## src/rtl/msg_sequencer_if.sv

```systemverilog
// rtl/msg_sequencer_if.sv - request/character-stream bundle between requesters, sequencer and consumer
interface msg_sequencer_if;
    logic [3:0] req;
    logic       char_ready;
    logic [7:0] char_out;
    logic       char_valid;
    logic       char_last;
    logic [3:0] grant;
    logic       busy;
    logic       done;

    modport master (
        output req, char_ready,
        input  char_out, char_valid, char_last, grant, busy, done
    );

    modport slave (
        input  req, char_ready,
        output char_out, char_valid, char_last, grant, busy, done
    );
endinterface

```

## src/rtl/msg_sequencer.sv

```systemverilog
// rtl/msg_sequencer.sv - round-robin message sequencer streaming ROM characters with an idle gap
module msg_sequencer #(
    parameter int GAP_CYCLES = 4
) (
    input  logic            clk,
    input  logic            reset,
    msg_sequencer_if.slave  bus
);

    typedef enum logic [1:0] {IDLE, SEND, GAP} state_t;

    state_t     state_q, state_d;
    logic [1:0] ptr_q, ptr_d;
    logic [1:0] msg_id_q, msg_id_d;
    logic [3:0] idx_q, idx_d;
    logic [7:0] gap_q, gap_d;
    logic [7:0] char_q, char_d;
    logic       valid_q, valid_d;
    logic [3:0] grant_q, grant_d;
    logic       done_q, done_d;

    logic       found;
    logic [1:0] winner;
    logic [3:0] last_idx;
    logic       hs;

    function automatic logic [7:0] rom_char(input logic [1:0] id, input logic [3:0] i);
        logic [7:0] c;
        c = 8'h00;
        case (id)
            2'd0: case (i)
                4'd0: c = 8'h47; 4'd1: c = 8'h75; 4'd2: c = 8'h61;
                4'd3: c = 8'h74; 4'd4: c = 8'h65; 4'd5: c = 8'h6D;
                4'd6: c = 8'h61; 4'd7: c = 8'h6C; 4'd8: c = 8'h61;
                default: c = 8'h00;
            endcase
            2'd1: case (i)
                4'd0: c = 8'h51; 4'd1: c = 8'h75; 4'd2: c = 8'h65;
                4'd3: c = 8'h74; 4'd4: c = 8'h7A; 4'd5: c = 8'h61;
                4'd6: c = 8'h6C;
                default: c = 8'h00;
            endcase
            2'd2: case (i)
                4'd0: c = 8'h5A; 4'd1: c = 8'h61; 4'd2: c = 8'h63;
                4'd3: c = 8'h61; 4'd4: c = 8'h70; 4'd5: c = 8'h61;
                default: c = 8'h00;
            endcase
            default: case (i)
                4'd0: c = 8'h54; 4'd1: c = 8'h69; 4'd2: c = 8'h6B;
                4'd3: c = 8'h61; 4'd4: c = 8'h6C;
                default: c = 8'h00;
            endcase
        endcase
        return c;
    endfunction

    function automatic logic [3:0] rom_last(input logic [1:0] id);
        logic [3:0] l;
        case (id)
            2'd0:    l = 4'd8;
            2'd1:    l = 4'd6;
            2'd2:    l = 4'd5;
            default: l = 4'd4;
        endcase
        return l;
    endfunction

    // First requester at or after the rotating pointer wins.
    always_comb begin
        found  = 1'b0;
        winner = ptr_q;
        for (int i = 0; i < 4; i++) begin
            if (!found && bus.req[ptr_q + 2'(i)]) begin
                found  = 1'b1;
                winner = ptr_q + 2'(i);
            end
        end
    end

    assign last_idx = rom_last(msg_id_q);
    assign hs       = valid_q & bus.char_ready;

    always_comb begin
        state_d  = state_q;
        ptr_d    = ptr_q;
        msg_id_d = msg_id_q;
        idx_d    = idx_q;
        gap_d    = gap_q;
        char_d   = char_q;
        valid_d  = valid_q;
        grant_d  = grant_q;
        done_d   = 1'b0;
        case (state_q)
            IDLE: begin
                if (found) begin
                    msg_id_d = winner;
                    idx_d    = 4'd0;
                    char_d   = rom_char(winner, 4'd0);
                    valid_d  = 1'b1;
                    grant_d  = 4'(4'b0001 << winner);
                    state_d  = SEND;
                end
            end
            SEND: begin
                if (hs) begin
                    if (idx_q != last_idx) begin
                        idx_d  = idx_q + 4'd1;
                        char_d = rom_char(msg_id_q, idx_q + 4'd1);
                    end else begin
                        valid_d = 1'b0;
                        grant_d = 4'b0000;
                        ptr_d   = msg_id_q + 2'd1;
                        done_d  = 1'b1;
                        gap_d   = 8'(GAP_CYCLES);
                        state_d = (GAP_CYCLES == 0) ? IDLE : GAP;
                    end
                end
            end
            GAP: begin
                gap_d = gap_q - 8'd1;
                if (gap_q <= 8'd1) begin
                    state_d = IDLE;
                end
            end
            default: state_d = IDLE;
        endcase
    end

    always_ff @(posedge clk or posedge reset) begin
        if (reset) begin
            state_q  <= IDLE;
            ptr_q    <= 2'd0;
            msg_id_q <= 2'd0;
            idx_q    <= 4'd0;
            gap_q    <= 8'd0;
            char_q   <= 8'h00;
            valid_q  <= 1'b0;
            grant_q  <= 4'b0000;
            done_q   <= 1'b0;
        end else begin
            state_q  <= state_d;
            ptr_q    <= ptr_d;
            msg_id_q <= msg_id_d;
            idx_q    <= idx_d;
            gap_q    <= gap_d;
            char_q   <= char_d;
            valid_q  <= valid_d;
            grant_q  <= grant_d;
            done_q   <= done_d;
        end
    end

    assign bus.char_out   = char_q;
    assign bus.char_valid = valid_q;
    assign bus.char_last  = valid_q && (idx_q == last_idx);
    assign bus.grant      = grant_q;
    assign bus.busy       = (state_q != IDLE);
    assign bus.done       = done_q;

endmodule

```

## src/flat_wrapper.sv

```systemverilog
// flat-port wrapper written by rule: the top's interface ports become plain ports
module msg_sequencer_flat 
#(
    parameter int GAP_CYCLES = 4
)
  (clk, reset, bus_req, bus_char_ready, bus_char_out, bus_char_valid, bus_char_last, bus_grant, bus_busy, bus_done);
  msg_sequencer_if bus_i ();
  input  logic clk;
  input  logic reset;
  input wire logic [$bits(bus_i.req)-1:0] bus_req;
  input wire logic [$bits(bus_i.char_ready)-1:0] bus_char_ready;
  output wire logic [$bits(bus_i.char_out)-1:0] bus_char_out;
  output wire logic [$bits(bus_i.char_valid)-1:0] bus_char_valid;
  output wire logic [$bits(bus_i.char_last)-1:0] bus_char_last;
  output wire logic [$bits(bus_i.grant)-1:0] bus_grant;
  output wire logic [$bits(bus_i.busy)-1:0] bus_busy;
  output wire logic [$bits(bus_i.done)-1:0] bus_done;
  assign bus_i.req = bus_req;
  assign bus_i.char_ready = bus_char_ready;
  assign bus_char_out = bus_i.char_out;
  assign bus_char_valid = bus_i.char_valid;
  assign bus_char_last = bus_i.char_last;
  assign bus_grant = bus_i.grant;
  assign bus_busy = bus_i.busy;
  assign bus_done = bus_i.done;
  msg_sequencer #(.GAP_CYCLES(GAP_CYCLES)) u_core (.clk(clk), .reset(reset), .bus(bus_i));
endmodule
```

## config.mk

```make
export PLATFORM = sky130hd
export DESIGN_NAME = msg_sequencer_flat
export DESIGN_NICKNAME = d
export VERILOG_FILES = /design/src/rtl/msg_sequencer_if.sv /design/src/rtl/msg_sequencer.sv /design/src/flat_wrapper.sv
export SDC_FILE = /design/constraint.sdc
export NUM_CORES = 1
export LEC_CHECK = 0
export ABC_CLOCK_PERIOD_IN_PS = 2600
export CAP_MARGIN = 30
export CORE_UTILIZATION = 45
export DETAILED_ROUTE_END_ITERATION = 12
export GPL_ROUTABILITY_DRIVEN = 1
export PLACE_DENSITY = 0.66
export SETUP_SLACK_MARGIN = 0.2
export SYNTH_ARGS = -nofsm -noshare
export SYNTH_HDL_FRONTEND = slang
export SYNTH_SLANG_ARGS = --single-unit
export TNS_END_PERCENT = 50
```

## constraint.sdc

```tcl
create_clock -name clk -period 2.6 [get_ports clk]
set_input_delay 0.39 -clock clk [delete_from_list [all_inputs] [get_ports clk]]
set_output_delay 0.39 -clock clk [all_outputs]
set_load 0.1 [all_outputs]
```

After elaboration in Yosys (flattened, before gate mapping)
Memories as Yosys holds them, arrays and structs flattened.
Cells that the tools add are included.

storage, ports and cells
  flip-flop bits (word level) = 32
  bits in read-only memories = 112
  bits of input ports = 7
  output and inout bits = 16
  logic and storage cells = 112
  memories kept = 1

cells by class
  add/subtract/negate cells = 6
  magnitude comparators = 5
  equal/unequal tests = 19
  shift operators = 1
  mux-type cells = 48
  bitwise logic cells = 2
  reduce and logical (&&, ||, !) cells = 21

memories
  name              words  bits a word  rd ports  clocked after memory_dff  wr ports  line                 source
  (name not given)  16     7            1         0                         0         msg_sequencer.sv:31  2'd0: case (i)

operators by type and width
  cell                                                        number
  one-hot mux 7 bit (7 select lines)                          1
  two-way mux 8 bit                                           5
  one-hot mux 7 bit (5 select lines)                          1
  one-hot mux 8 bit (2 select lines)                          2
  one-hot mux 7 bit (4 select lines)                          1
  two-way mux 4 bit                                           6
  one-hot mux 8 bit (3 select lines)                          1
  one-hot mux 4 bit (2 select lines)                          2
  one-hot mux 5 bit (3 select lines)                          1
  two-way mux 1 bit                                           14
  two-way mux 2 bit                                           7
  equality test 4 x 3 -> 1 bit, second input constant         3
  less-than comparator 2 x 3 -> 1 bit, second input constant  4
  one-hot mux 4 bit (3 select lines)                          1
  AND reduction 4 bit                                         3
  binary-select mux 1 bit (select 2 bit)                      4
  equality test 4 x 2 -> 1 bit, second input constant         2
  <= comparator 8 x 1 -> 1 bit, second input constant         1
  inequality test 2 x 1 -> 1 bit, second input constant       4
  subtractor 8 x 1 -> 8 bit, second input constant            1
  equality test 2 x 1 -> 1 bit, second input constant         3
  equality test 2 bit, second input constant                  3
  zero test 2 bit                                             3
  one-hot mux 2 bit (3 select lines)                          1
  other kinds (18)                                            28

Depth between registers and ports, before layout
Gate-level depths: netlist of run 1.

  word-level depth = 16
  mapped depth = 9
  depth with buffers taken out = 9

Worst setup path after synthesis of run 1
OpenSTA, ideal clock, no wires.

  path type = register to output
  start point = register u_core.msg_id_q[1]
  end point = output port bus_char_last
  arrival = 1.899 ns
  required time = 2.210 ns
  setup slack = 0.311 ns
  stages on the path, launching flop included = 7
  path buffers = 1
  cells stage by stage = dfrtp_1 -> inv_1 -> ha_1 -> buf_2 -> xnor2_1 -> and4_1 -> and2_1

between the ends
  cells in the longest elaborated chain, start to end = 4
  elaborated cells between the ends (all ways) = 6
  those cells by class = eq/ne (3); mux (1); reduce/logical (2)

ends and longest elaborated chain
  element                                            line                  source
  from (decl)                                        msg_sequencer.sv:14   logic [1:0] msg_id_q, msg_id_d;
  from (signal assigned)                             msg_sequencer.sv:143  msg_id_q <= msg_id_d;
  equality test 2 bit, or another cell as far along  msg_sequencer.sv:59   case (id)
  one-hot mux 4 bit (3 select lines) *               msg_sequencer.sv:59
  equality test 4 bit *                              msg_sequencer.sv:155  assign bus.char_last = valid_q && (idx_q == last_idx);
  logical AND 1 bit *                                msg_sequencer.sv:155
  to (decl)                                          flat_wrapper.sv:14    output wire logic [$bits(bus_i.char_last)-1:0] bus_char_last;

Mark *: on every way between the ends. The rest lies on a longest branch, timed or not.

Worst setup path after layout of run 1
  start point = register u_core.msg_id_q[0]
  end point = output port bus_char_last

The elaborated chain is that of the path after synthesis.

==> impl_metrics.json, run 1 <==
{
  "critPathArrivalTime_ns": 1.89,
  "placed_cells": 311,
  "num_vias": 1799,
  "boundaryPins": 23,
  "endpoint_of_the_most_critical_setup_path": "bus_char_last",
  "rsz0062_at_grt": "false",
  "synth-edff-count": 0,
  "cp_slowest_cell": "sky130_fd_sc_hd__dfrtp_2",
  "synth_flop_cell": "sky130_fd_sc_hd__dfrtp_1",
  "cts_max_level": 2,
  "synthesis.area_per_instance_um2": 9.00,
  "place.gp.congestion": 0.904,
  "drt-initial-drc-count": 178,
  "cp_data_required_time_ns": 2.21,
  "synth.distinct_cells": 58,
  "kind_of_end_point_of_the_critical_path": "primary output",
  "globalRoute.totalOverflow": 0,
  "critPathKind": "reg -> out",
  "postSynthCellCount": 239,
  "grt.met1_usage_pct": 25.7,
  "synth_seq_cells": 31,
  "syn_warnings": 0,
  "post_dr_wirelength_cell_um": 14.4,
  "postSynth.asyncResetShare_pct": 100,
  "cts_tree": "built",
  "antennaDiodeCount": 0,
  "drv.max_cap_violation_count": 0,
  "crit_path_cell_trace": "inv_2 > ha_2 > xnor2_1 > and4_2 > and2_1 > buf_12",
  "crit_family": "simple AND/OR/NAND/NOR gates",
  "cts_root_buf": "sky130_fd_sc_hd__clkbuf_8",
  "cts_buffers": 5,
  "worstMarginPinSlew_ns": 0.511,
  "detail_route.drc_violations": 6,
  "placement.io_buffers": 21,
  "fin_crit_ns": 2.28,
  "failing_checks": "design-rule violations",
  "top_usage_layer": "met2",
  "final_min_period_over_clock_period_pct": 87.6,
  "clock_sink_count": 31,
  "r2r-start": "u_core.idx_q[1]$_DFFE_PP0P_",
  "grtUsageMet3_pct": 3.99,
  "cp-startpoint": "u_core.msg_id_q[0]$_DFFE_PP0P_",
  "drv_slew": 0,
  "die_width_um": 71.1,
  "chipHeight_um": 71.1,
  "timing.setup.tns_ns": 0,
  "synth_sequential_area_ratio_pct": 36.1,
  "startpoint_type": "flop",
  "finish.net_count": 294,
  "setup.reg_to_reg.worst_slack_ns": 0.43,
  "layout.cells.most_common": "sky130_fd_sc_hd__dfrtp_1",
  "run_status": "finished with violations",
  "grt_start_max_net_pins": 32,
  "finalHoldViolCount": 0,
  "postRouteAntennaNets": 0,
  "rows": 24,
  "initial_core_utilization_pct": 48.1,
  "fin_cells": 319,
  "clk_transition_reported_paths_ns": 0.06,
  "use_met2_pct": 31.7,
  "layout-drive-gt1-share_pct": 19.5,
  "synth.cell_area_mm2": 0.00215,
  "critPathBufInv": 2,
  "routed_wire_length_um": 4590,
  "postSynthNetCount": 267,
  "floorplan.core_area_mm2": 0.00447,
  "first_global_vias": 1650,
  "worst-r2r-cell-count": 7,
  "relSlewSlack_pct": 65.7,
  "finalSetupViolations": 0,
  "grt_antenna_before_repair": 0,
  "drt-vias-per-instance": 5.64,
  "critical_path.max_fanout": 5,
  "leading_cell_types_in_the_layout_fill_and_taps_excluded": "30 x sky130_fd_sc_hd__dfrtp_1, 23 x sky130_fd_sc_hd__nand2_1, 23 x sky130_fd_sc_hd__buf_4",
  "r2r_end": "u_core.bus.char_out[6]$_DFFE_PP0P_",
  "slowest_delay_ns": 0.46,
  "number_of_iterations_in_the_first_detailed_routing_pass": 9,
  "die-area_mm2": 0.00506,
  "fmax_ghz": 0.439,
  "grt_pass1_wl_um": 7640,
  "hp-class": "in -> async",
  "cts_max_path_buffers": 2,
  "worst_skew_pair.late_latency_ns": 0.28,
  "dp_hpwl_um": 3390,
  "areaGrowthSynthToFinish_pct": 18.1,
  "grt_util_all_layers_pct": 19.2,
  "timing.clock.skew_ns": 0.00578,
  "timing.critical_path.depth": 6
}
-- sequential cells by signal (all words and copies together) (netlist names) --
| signal | count |
|---|---|
| u_core.gap_q | 8 |
| u_core.bus.char_out | 7 |
| u_core.bus.grant | 4 |
| u_core.idx_q | 4 |
| u_core.msg_id_q | 2 |
| u_core.ptr_q | 2 |
| u_core.state_q | 2 |
| u_core.bus.char_valid | 1 |
| u_core.bus.done | 1 |
-- logic make-up after synthesis --
group / after synthesis / synth area share (%)
and+or+nand+nor: 83 / 20.6
AOI/OAI and AO/OA: 66 / 21.4
DFF: 31 / 36.1
buffers and inverters: 26 / 5.00
adders and majority gates: 21 / 12.2
xor gates and xnor gates: 10 / 4.07
other: 1 / 0.174
muxes: 1 / 0.524
-- repair_timing --
item                                    4_1_cts  5_1_grt
setup buffers                                 0        0
gates resized for setup                       0       10
hold buffers                                  0        0
hold endpoints to repair                      0        0
endpoints found under the setup margin        0        1
-- cells in the mapped netlist, types with 2 or more instances --
| cell | count | area [um^2] |
|---|---|---|
| sky130_fd_sc_hd__nor2_2 | 2 | 12.5 |
| sky130_fd_sc_hd__clkbuf_1 | 4 | 15.0 |
| sky130_fd_sc_hd__nor3_1 | 6 | 30.0 |
| sky130_fd_sc_hd__a22o_1 | 4 | 35.0 |
| sky130_fd_sc_hd__nor2b_1 | 6 | 37.5 |
| sky130_fd_sc_hd__xor2_1 | 2 | 17.5 |
| sky130_fd_sc_hd__clkbuf_2 | 2 | 10.0 |
| sky130_fd_sc_hd__a221oi_1 | 3 | 26.3 |
| sky130_fd_sc_hd__and2_1 | 2 | 12.5 |
| sky130_fd_sc_hd__dfrtp_1 | 31 | 776 |
| sky130_fd_sc_hd__buf_2 | 3 | 15.0 |
| sky130_fd_sc_hd__xnor2_1 | 8 | 70.1 |
| sky130_fd_sc_hd__nor4_1 | 4 | 25.0 |
| sky130_fd_sc_hd__nand2_1 | 23 | 86.3 |
| sky130_fd_sc_hd__a31o_2 | 2 | 17.5 |
| sky130_fd_sc_hd__or3_4 | 2 | 22.5 |
| sky130_fd_sc_hd__inv_1 | 16 | 60.1 |
| sky130_fd_sc_hd__o21ai_0 | 17 | 85.1 |
| sky130_fd_sc_hd__nand3_1 | 2 | 10.0 |
| sky130_fd_sc_hd__a31oi_1 | 5 | 31.3 |
| sky130_fd_sc_hd__a21o_1 | 2 | 15.0 |
| sky130_fd_sc_hd__nand2b_1 | 3 | 18.8 |
| sky130_fd_sc_hd__ha_1 | 21 | 263 |
| sky130_fd_sc_hd__a21oi_1 | 8 | 40.0 |
| sky130_fd_sc_hd__nor2_1 | 22 | 82.6 |
| sky130_fd_sc_hd__o211ai_1 | 3 | 22.5 |
| sky130_fd_sc_hd__o31ai_1 | 3 | 22.5 |
| sky130_fd_sc_hd__a2bb2oi_1 | 2 | 17.5 |
| sky130_fd_sc_hd__o22ai_1 | 2 | 12.5 |
-- per-layer routing --
layer	wire [um]	share of wire, %
met1	2160	47
met2	2210	48
met3	180	3.9
met4	40	0.87
met5	0	0
-- per-stage QoR --
stage               util [%]  cell area, um^2  setup WS (ns)  hold slack [ns]
detailed placement      54.1             2420          0.249            0.480
floorplan                  -             2150          0.311            0.452
global placement        54.1             2420          0.311            0.467
finish                  56.8             2540          0.321            0.483
global route            56.8             2540          0.197            0.508
CTS                     55.9             2500          0.206            0.494
-- cell type report --
class                           instances  area (um^2)
Clock buffer                            7         76.3
Clock inverter                          1         5.00
Fill cell                             399         1930
Inverter                               16         60.1
Multi-Input combinational cell        182         1300
Sequential cell                        31          777
Tap cell                               52         65.1
Timing Repair Buffer                   30          253
-- worst min-delay path by stage --
stage                                    endpoint  slack, ns  depth (start not counted)
2_1_floorplan         u_core.gap_q[4]$_DFFE_PP0P_       0.45                          1
3_5_place_dp   u_core.bus.char_out[3]$_DFFE_PP0P_       0.48                          2
5_1_grt               u_core.gap_q[4]$_DFFE_PP0P_       0.51                          1
4_1_cts               u_core.gap_q[4]$_DFFE_PP0P_       0.49                          1
6_report              u_core.idx_q[0]$_DFFE_PP0P_       0.48                          3
3_3_place_gp   u_core.bus.char_out[2]$_DFFE_PP0P_       0.47                          2
-- worst register-to-register path, delay by kind of cell, from the launching register on --
family / cells / cell delay [ns]
flip-flops: 1 / 0.48
buffers and inverters: 1 / 0.21
adder cells (fa/ha/maj): 2 / 0.58
AO/OA/AOI/OAI: 4 / 0.83
Power of run 1 is not shown: default switching activity piles up to over one toggle a cycle in this logic, so the estimate is an artifact.
==> inputs of run 2 (changes only) <==
--- a/config.mk
+++ b/config.mk
@@ -10,7 +10,7 @@
 export CORE_UTILIZATION = 45
 export DETAILED_ROUTE_END_ITERATION = 12
 export GPL_ROUTABILITY_DRIVEN = 1
-export PLACE_DENSITY = 0.66
+export PLACE_DENSITY = 0.68
 export SETUP_SLACK_MARGIN = 0.2
 export SYNTH_ARGS = -nofsm -noshare
 export SYNTH_HDL_FRONTEND = slang
==> run 2 against run 1 <==
  * The flow now finishes without violations
  * Critical endpoint unchanged
  * Via count down 0.89%
  * Largest cell class unchanged
  * Setup slack better by 0.0059 ns
  * Highest routed layer unchanged
  * Maximum frequency up 0.26%
  * Flip-flop and latch count unchanged
  * First-iteration DRC count down 20%
  * Final cell count down 0.31%
  * Sequential share of layout area unchanged
  * Clock skew up 0.0011 ns
  * Global-route usage up 0.54 points
  * Die area unchanged
  * Core utilization unchanged
  * Critical path depth unchanged
==> impl_metrics.json, run 2 (synthesis gave the netlist of run 1 again) <==
{
  "run_status": "completed",
  "hp-class": "reg -> reg",
  "num_vias": 1783,
  "cts_buffers": 5,
  "critPathArrivalTime_ns": 1.88,
  "post_cts.repair.setup_buffers": 0,
  "worst_skew_pair.late_latency_ns": 0.28,
  "grt_antenna_before_repair": 0,
  "placed_cells": 311,
  "endpoint_of_the_most_critical_setup_path": "bus_char_last",
  "r2r_end": "u_core.bus.char_out[6]$_DFFE_PP0P_",
  "finalCoreUtilization_pct": 56.8,
  "clock_sink_count": 31,
  "boundaryPins": 23,
  "drv.max_cap_violation_count": 0,
  "floorplan.core_area_mm2": 0.00447,
  "drv_slew": 0,
  "layout-drive-gt1-share_pct": 19.5,
  "critPathKind": "reg -> out",
  "first_global_vias": 1672,
  "setup.reg_to_reg.worst_slack_ns": 0.42,
  "areaGrowthSynthToFinish_pct": 18.1,
  "dp_hpwl_um": 3390,
  "largest_register_ff_count": 8,
  "fin_crit_ns": 2.27,
  "finalSetupViolations": 0,
  "antennaDiodeCount": 0,
  "cts_tree": "built",
  "slowest_delay_ns": 0.46,
  "grt_util_all_layers_pct": 19.8,
  "placement.io_buffers": 21,
  "place.gp.congestion": 0.906,
  "drt-vias-per-instance": 5.61,
  "post_dr_wirelength_cell_um": 14.2,
  "final_min_period_over_clock_period_pct": 87.4,
  "drt-initial-drc-count": 142,
  "clk_transition_reported_paths_ns": 0.07,
  "worstMarginPinSlew_ns": 0.512,
  "rows": 24,
  "layout.cells.most_common": "sky130_fd_sc_hd__dfrtp_1",
  "relSlewSlack_pct": 65.6,
  "postRouteAntennaNets": 0,
  "timing.clock.skew_ns": 0.00693,
  "timing.setup.tns_ns": 0,
  "grt_start_max_net_pins": 32,
  "chipHeight_um": 71.1,
  "rsz0062_at_grt": "false",
  "fin_cells": 318,
  "cts_max_path_buffers": 2,
  "crit_family": "flip-flops",
  "die_width_um": 71.1,
  "largest_register": "u_core.gap_q",
  "die-area_mm2": 0.00506,
  "routed_wire_length_um": 4530,
  "cts_root_buf": "sky130_fd_sc_hd__clkbuf_8",
  "detail_route.drc_violations": 0,
  "cts_max_level": 2,
  "timing.critical_path.depth": 6,
  "number_of_iterations_in_the_first_detailed_routing_pass": 6,
  "initial_core_utilization_pct": 48.1,
  "leading_cell_types_in_the_layout_fill_and_taps_excluded": "30 x sky130_fd_sc_hd__dfrtp_1, 23 x sky130_fd_sc_hd__nand2_1, 23 x sky130_fd_sc_hd__buf_4",
  "critical_path.max_fanout": 5,
  "finalHoldViolCount": 0,
  "startpoint_type": "flop",
  "finish.net_count": 294,
  "r2r-start": "u_core.idx_q[1]$_DFFE_PP0P_",
  "cp-startpoint": "u_core.msg_id_q[0]$_DFFE_PP0P_",
  "worst-r2r-cell-count": 7,
  "globalRoute.totalOverflow": 0,
  "holdBufCountCts": 0,
  "fmax_ghz": 0.440,
  "grt_pass1_wl_um": 7740,
  "cp_data_required_time_ns": 2.21,
  "critPathBufInv": 2,
  "postCtsResizedCells": 0,
  "kind_of_end_point_of_the_critical_path": "primary output",
  "crit_path_cell_trace": "inv_2 > ha_2 > xnor2_1 > and4_4 > and2_1 > buf_12",
  "cp_slowest_cell": "sky130_fd_sc_hd__dfrtp_2"
}
## run 2: worst min-delay path by stage
stage                                        from                                  to  slack (ns)  depth (start not counted)
3_5_place_dp   u_core.bus.char_out[2]$_DFFE_PP0P_  u_core.bus.char_out[2]$_DFFE_PP0P_        0.48                          2
5_1_grt        u_core.bus.char_out[2]$_DFFE_PP0P_  u_core.bus.char_out[2]$_DFFE_PP0P_        0.50                          2
2_1_floorplan         u_core.gap_q[4]$_DFFE_PP0P_         u_core.gap_q[4]$_DFFE_PP0P_        0.45                          1
3_3_place_gp   u_core.bus.char_out[2]$_DFFE_PP0P_  u_core.bus.char_out[2]$_DFFE_PP0P_        0.47                          2
6_report       u_core.bus.char_out[2]$_DFFE_PP0P_  u_core.bus.char_out[2]$_DFFE_PP0P_        0.48                          2
4_1_cts               u_core.gap_q[4]$_DFFE_PP0P_         u_core.gap_q[4]$_DFFE_PP0P_        0.49                          1
## run 2: metal layers
layer  global-route usage, %  vias to the layer above  share of wire, %
met2                    32.6                       33                47
met5                       0                        -                 0
met1                    25.5                      840                48
li1                        -                      902                 -
met3                    4.70                        8               3.7
met4                    6.89                        0               1.3
## run 2: through the flow
step                      hold slack, ns  area, um^2  setup slack (ns)
after detailed placement           0.478        2420             0.244
after floorplan                    0.452        2150             0.311
after CTS                          0.489        2510             0.205
final                              0.482        2540             0.327
after global placement             0.469        2420             0.303
after global routing               0.499        2540             0.208
## run 2: area by class of cell
class / count / area (um^2)
sequential: 31 / 777
multi-input combinational: 182 / 1300
timing repair buffer: 30 / 253
tap: 52 / 65.1
inverter: 16 / 60.1
clock inverter: 1 / 5.00
fill: 413 / 1930
clock buffer: 6 / 82.6
## run 2: worst register-to-register path: stages (launching register included)
cell and delay [ns]:
sky130_fd_sc_hd__dfrtp_1 0.48, sky130_fd_sc_hd__ha_1 0.25, sky130_fd_sc_hd__ha_1 0.33, sky130_fd_sc_hd__buf_4 0.20, sky130_fd_sc_hd__o211ai_1 0.21, sky130_fd_sc_hd__o221ai_1 0.16
sky130_fd_sc_hd__a221oi_1 0.30, sky130_fd_sc_hd__a2bb2oi_1 0.17
Power of run 2 is left out for the same reason.
==> inputs of run 3 (changes only) <==
--- a/config.mk
+++ b/config.mk
@@ -5,12 +5,12 @@
 export SDC_FILE = /design/constraint.sdc
 export NUM_CORES = 1
 export LEC_CHECK = 0
-export ABC_CLOCK_PERIOD_IN_PS = 2600
+export ABC_CLOCK_PERIOD_IN_PS = 2300
 export CAP_MARGIN = 30
 export CORE_UTILIZATION = 45
 export DETAILED_ROUTE_END_ITERATION = 12
 export GPL_ROUTABILITY_DRIVEN = 1
-export PLACE_DENSITY = 0.68
+export PLACE_DENSITY = 0.65
 export SETUP_SLACK_MARGIN = 0.2
 export SYNTH_ARGS = -nofsm -noshare
 export SYNTH_HDL_FRONTEND = slang
==> constraint.sdc (replaced) <==
create_clock -name clk -period 2.3 [get_ports clk]
set_input_delay 0.345 -clock clk [delete_from_list [all_inputs] [get_ports clk]]
set_output_delay 0.345 -clock clk [all_outputs]
set_load 0.1 [all_outputs]
==> run 3 against run 2 <==
  * The flow now finishes with violations (design-rule violations)
  * Die area is the same
  * Hold slack lost 0.037 ns
  * Setup slack lost 0.16 ns
  * Non-clock buffer count grew 9
  * Critical path depth is the same
  * Via count grew 0.22%
  * Flip-flop and latch count is the same
  * Highest routed layer unchanged
  * Core utilization grew 3.1 points
  * Final cell count grew 3.1%
  * First-iteration DRC count shrank 24%
  * Critical path type unchanged
  * Sequential share of layout area shrank 1.6 points
  * Global-route usage grew 0.58 points
==> impl_metrics.json, run 3 (synthesis gave the netlist of run 1 again) <==
{
  "timing.clock.skew_ns": 0.00769,
  "placement.io_buffers": 21,
  "hp-class": "in -> async",
  "largest_register": "u_core.gap_q",
  "fin_crit_ns": 2.13,
  "cts_max_level": 2,
  "failing_checks": "design-rule violations",
  "holdBufCountCts": 0,
  "critical_path.max_fanout": 8,
  "clk_transition_reported_paths_ns": 0.07,
  "critPathArrivalTime_ns": 1.79,
  "startpoint_type": "flop",
  "first_global_vias": 1751,
  "dp_hpwl_um": 3490,
  "final_min_period_over_clock_period_pct": 92.7,
  "fin_worst_hold_slack_ns": 0.445,
  "initial_core_utilization_pct": 48.1,
  "drt-initial-drc-count": 108,
  "grt_pass1_wl_um": 8060,
  "rsz0062_at_grt": "true",
  "grtUsageMet3_pct": 3.85,
  "grt_start_max_net_pins": 32,
  "antennaDiodeCount": 0,
  "kind_of_end_point_of_the_critical_path": "primary output",
  "timing.setup.tns_ns": 0,
  "finish.net_count": 303,
  "num_vias": 1787,
  "layout.cells.most_common": "sky130_fd_sc_hd__buf_4",
  "place.gp.congestion": 0.884,
  "post_dr_wirelength_cell_um": 14.5,
  "floorplan.core_area_mm2": 0.00447,
  "finalHoldViolCount": 0,
  "use_met2_pct": 36.1,
  "chipHeight_um": 71.1,
  "run_status": "finished with violations",
  "cp_data_required_time_ns": 1.96,
  "grt.met1_usage_pct": 25.3,
  "grt_antenna_before_repair": 0,
  "setup.reg_to_reg.worst_slack_ns": 0.21,
  "postRouteAntennaNets": 0,
  "cts_buffers": 5,
  "die_width_um": 71.1,
  "largest_register_ff_count": 8,
  "cts_root_buf": "sky130_fd_sc_hd__clkbuf_8",
  "detail_route.drc_violations": 6,
  "cts_tree": "built",
  "globalRoute.totalOverflow": 0,
  "areaGrowthSynthToFinish_pct": 24.5,
  "critPathKind": "reg -> out",
  "grt_util_all_layers_pct": 20.4,
  "layout-drive-gt1-share_pct": 24.3,
  "cts_max_path_buffers": 2,
  "drv_slew": 0,
  "die-area_mm2": 0.00506,
  "top_usage_layer": "met2",
  "drt-vias-per-instance": 5.45,
  "finalSetupViolations": 0,
  "drv.max_cap_violation_count": 0,
  "clock_sink_count": 31,
  "fmax_ghz": 0.469,
  "routed_wire_length_um": 4750,
  "leading_cell_types_in_the_layout_fill_and_taps_excluded": "32 x sky130_fd_sc_hd__buf_4, 31 x sky130_fd_sc_hd__dfrtp_1, 23 x sky130_fd_sc_hd__nand2_1",
  "number_of_iterations_in_the_first_detailed_routing_pass": 11,
  "rows": 24,
  "worst_skew_pair.late_latency_ns": 0.28,
  "layout.filler_cells": 383,
  "boundaryPins": 23
}
-- run 3: critical path: stages, from the launching register on --
cell	delay (ns)
sky130_fd_sc_hd__dfrtp_1	0.41
sky130_fd_sc_hd__buf_4	0.16
sky130_fd_sc_hd__ha_4	0.19
sky130_fd_sc_hd__xnor2_2	0.14
sky130_fd_sc_hd__and4_4	0.26
sky130_fd_sc_hd__and2_2	0.17
sky130_fd_sc_hd__buf_12	0.17
-- run 3: path summary, 6_finish.rpt --
kind,startpoint,to,cells past startpoint
hold reg to reg,u_core.bus.char_out[1]$_DFFE_PP0P_,u_core.bus.char_out[1]$_DFFE_PP0P_,2
setup reg to reg,u_core.idx_q[0]$_DFFE_PP0P_,u_core.bus.char_out[4]$_DFFE_PP0P_,7
max in group asynchronous,reset,u_core.gap_q[4]$_DFFE_PP0P_,3
hold / removal,reset,u_core.ptr_q[1]$_DFFE_PP0P_,3
setup / recovery,u_core.msg_id_q[0]$_DFFE_PP0P_,bus_char_last,6
min in group clk,u_core.bus.char_out[1]$_DFFE_PP0P_,u_core.bus.char_out[1]$_DFFE_PP0P_,2
-- run 3: layer usage --
| layer | vias up | wire [um] |
|---|---|---|
| met5 | - | 0 |
| met4 | 0 | 23 |
| met3 | 4 | 177 |
| met2 | 48 | 2350 |
| met1 | 815 | 2200 |
| li1 | 920 | - |
-- run 3: layout make-up --
cell class	instances	area [um^2]	area share, %
Inverter	16	60.1	2.24
Tap cell	52	65.1	2.43
Clock buffer	6	82.6	3.08
Timing Repair Buffer	39	320	12.0
Clock inverter	2	35.0	1.31
Sequential cell	31	776	29.0
Multi-Input combinational cell	182	1340	50.0
-- run 3: timing repair --
action / CTS / global route
pin swaps: 2 / 0
resized for setup: 11 / 3
setup buffers: 5 / 0
endpoints found under the setup margin: 2 / 6
-- run 3: through the flow --
stage,util [%],instance area (um^2),setup slack (ns),cells
after floorplan,-,2150,0.277,239
after global placement,54.8,2450,0.0674,315
after detailed placement,54.8,2450,-0.00998,315
after CTS,59.5,2660,0.150,328
after global routing,59.9,2680,0.0848,328
final,59.9,2680,0.167,328
Power of run 3 is left out for the same reason.
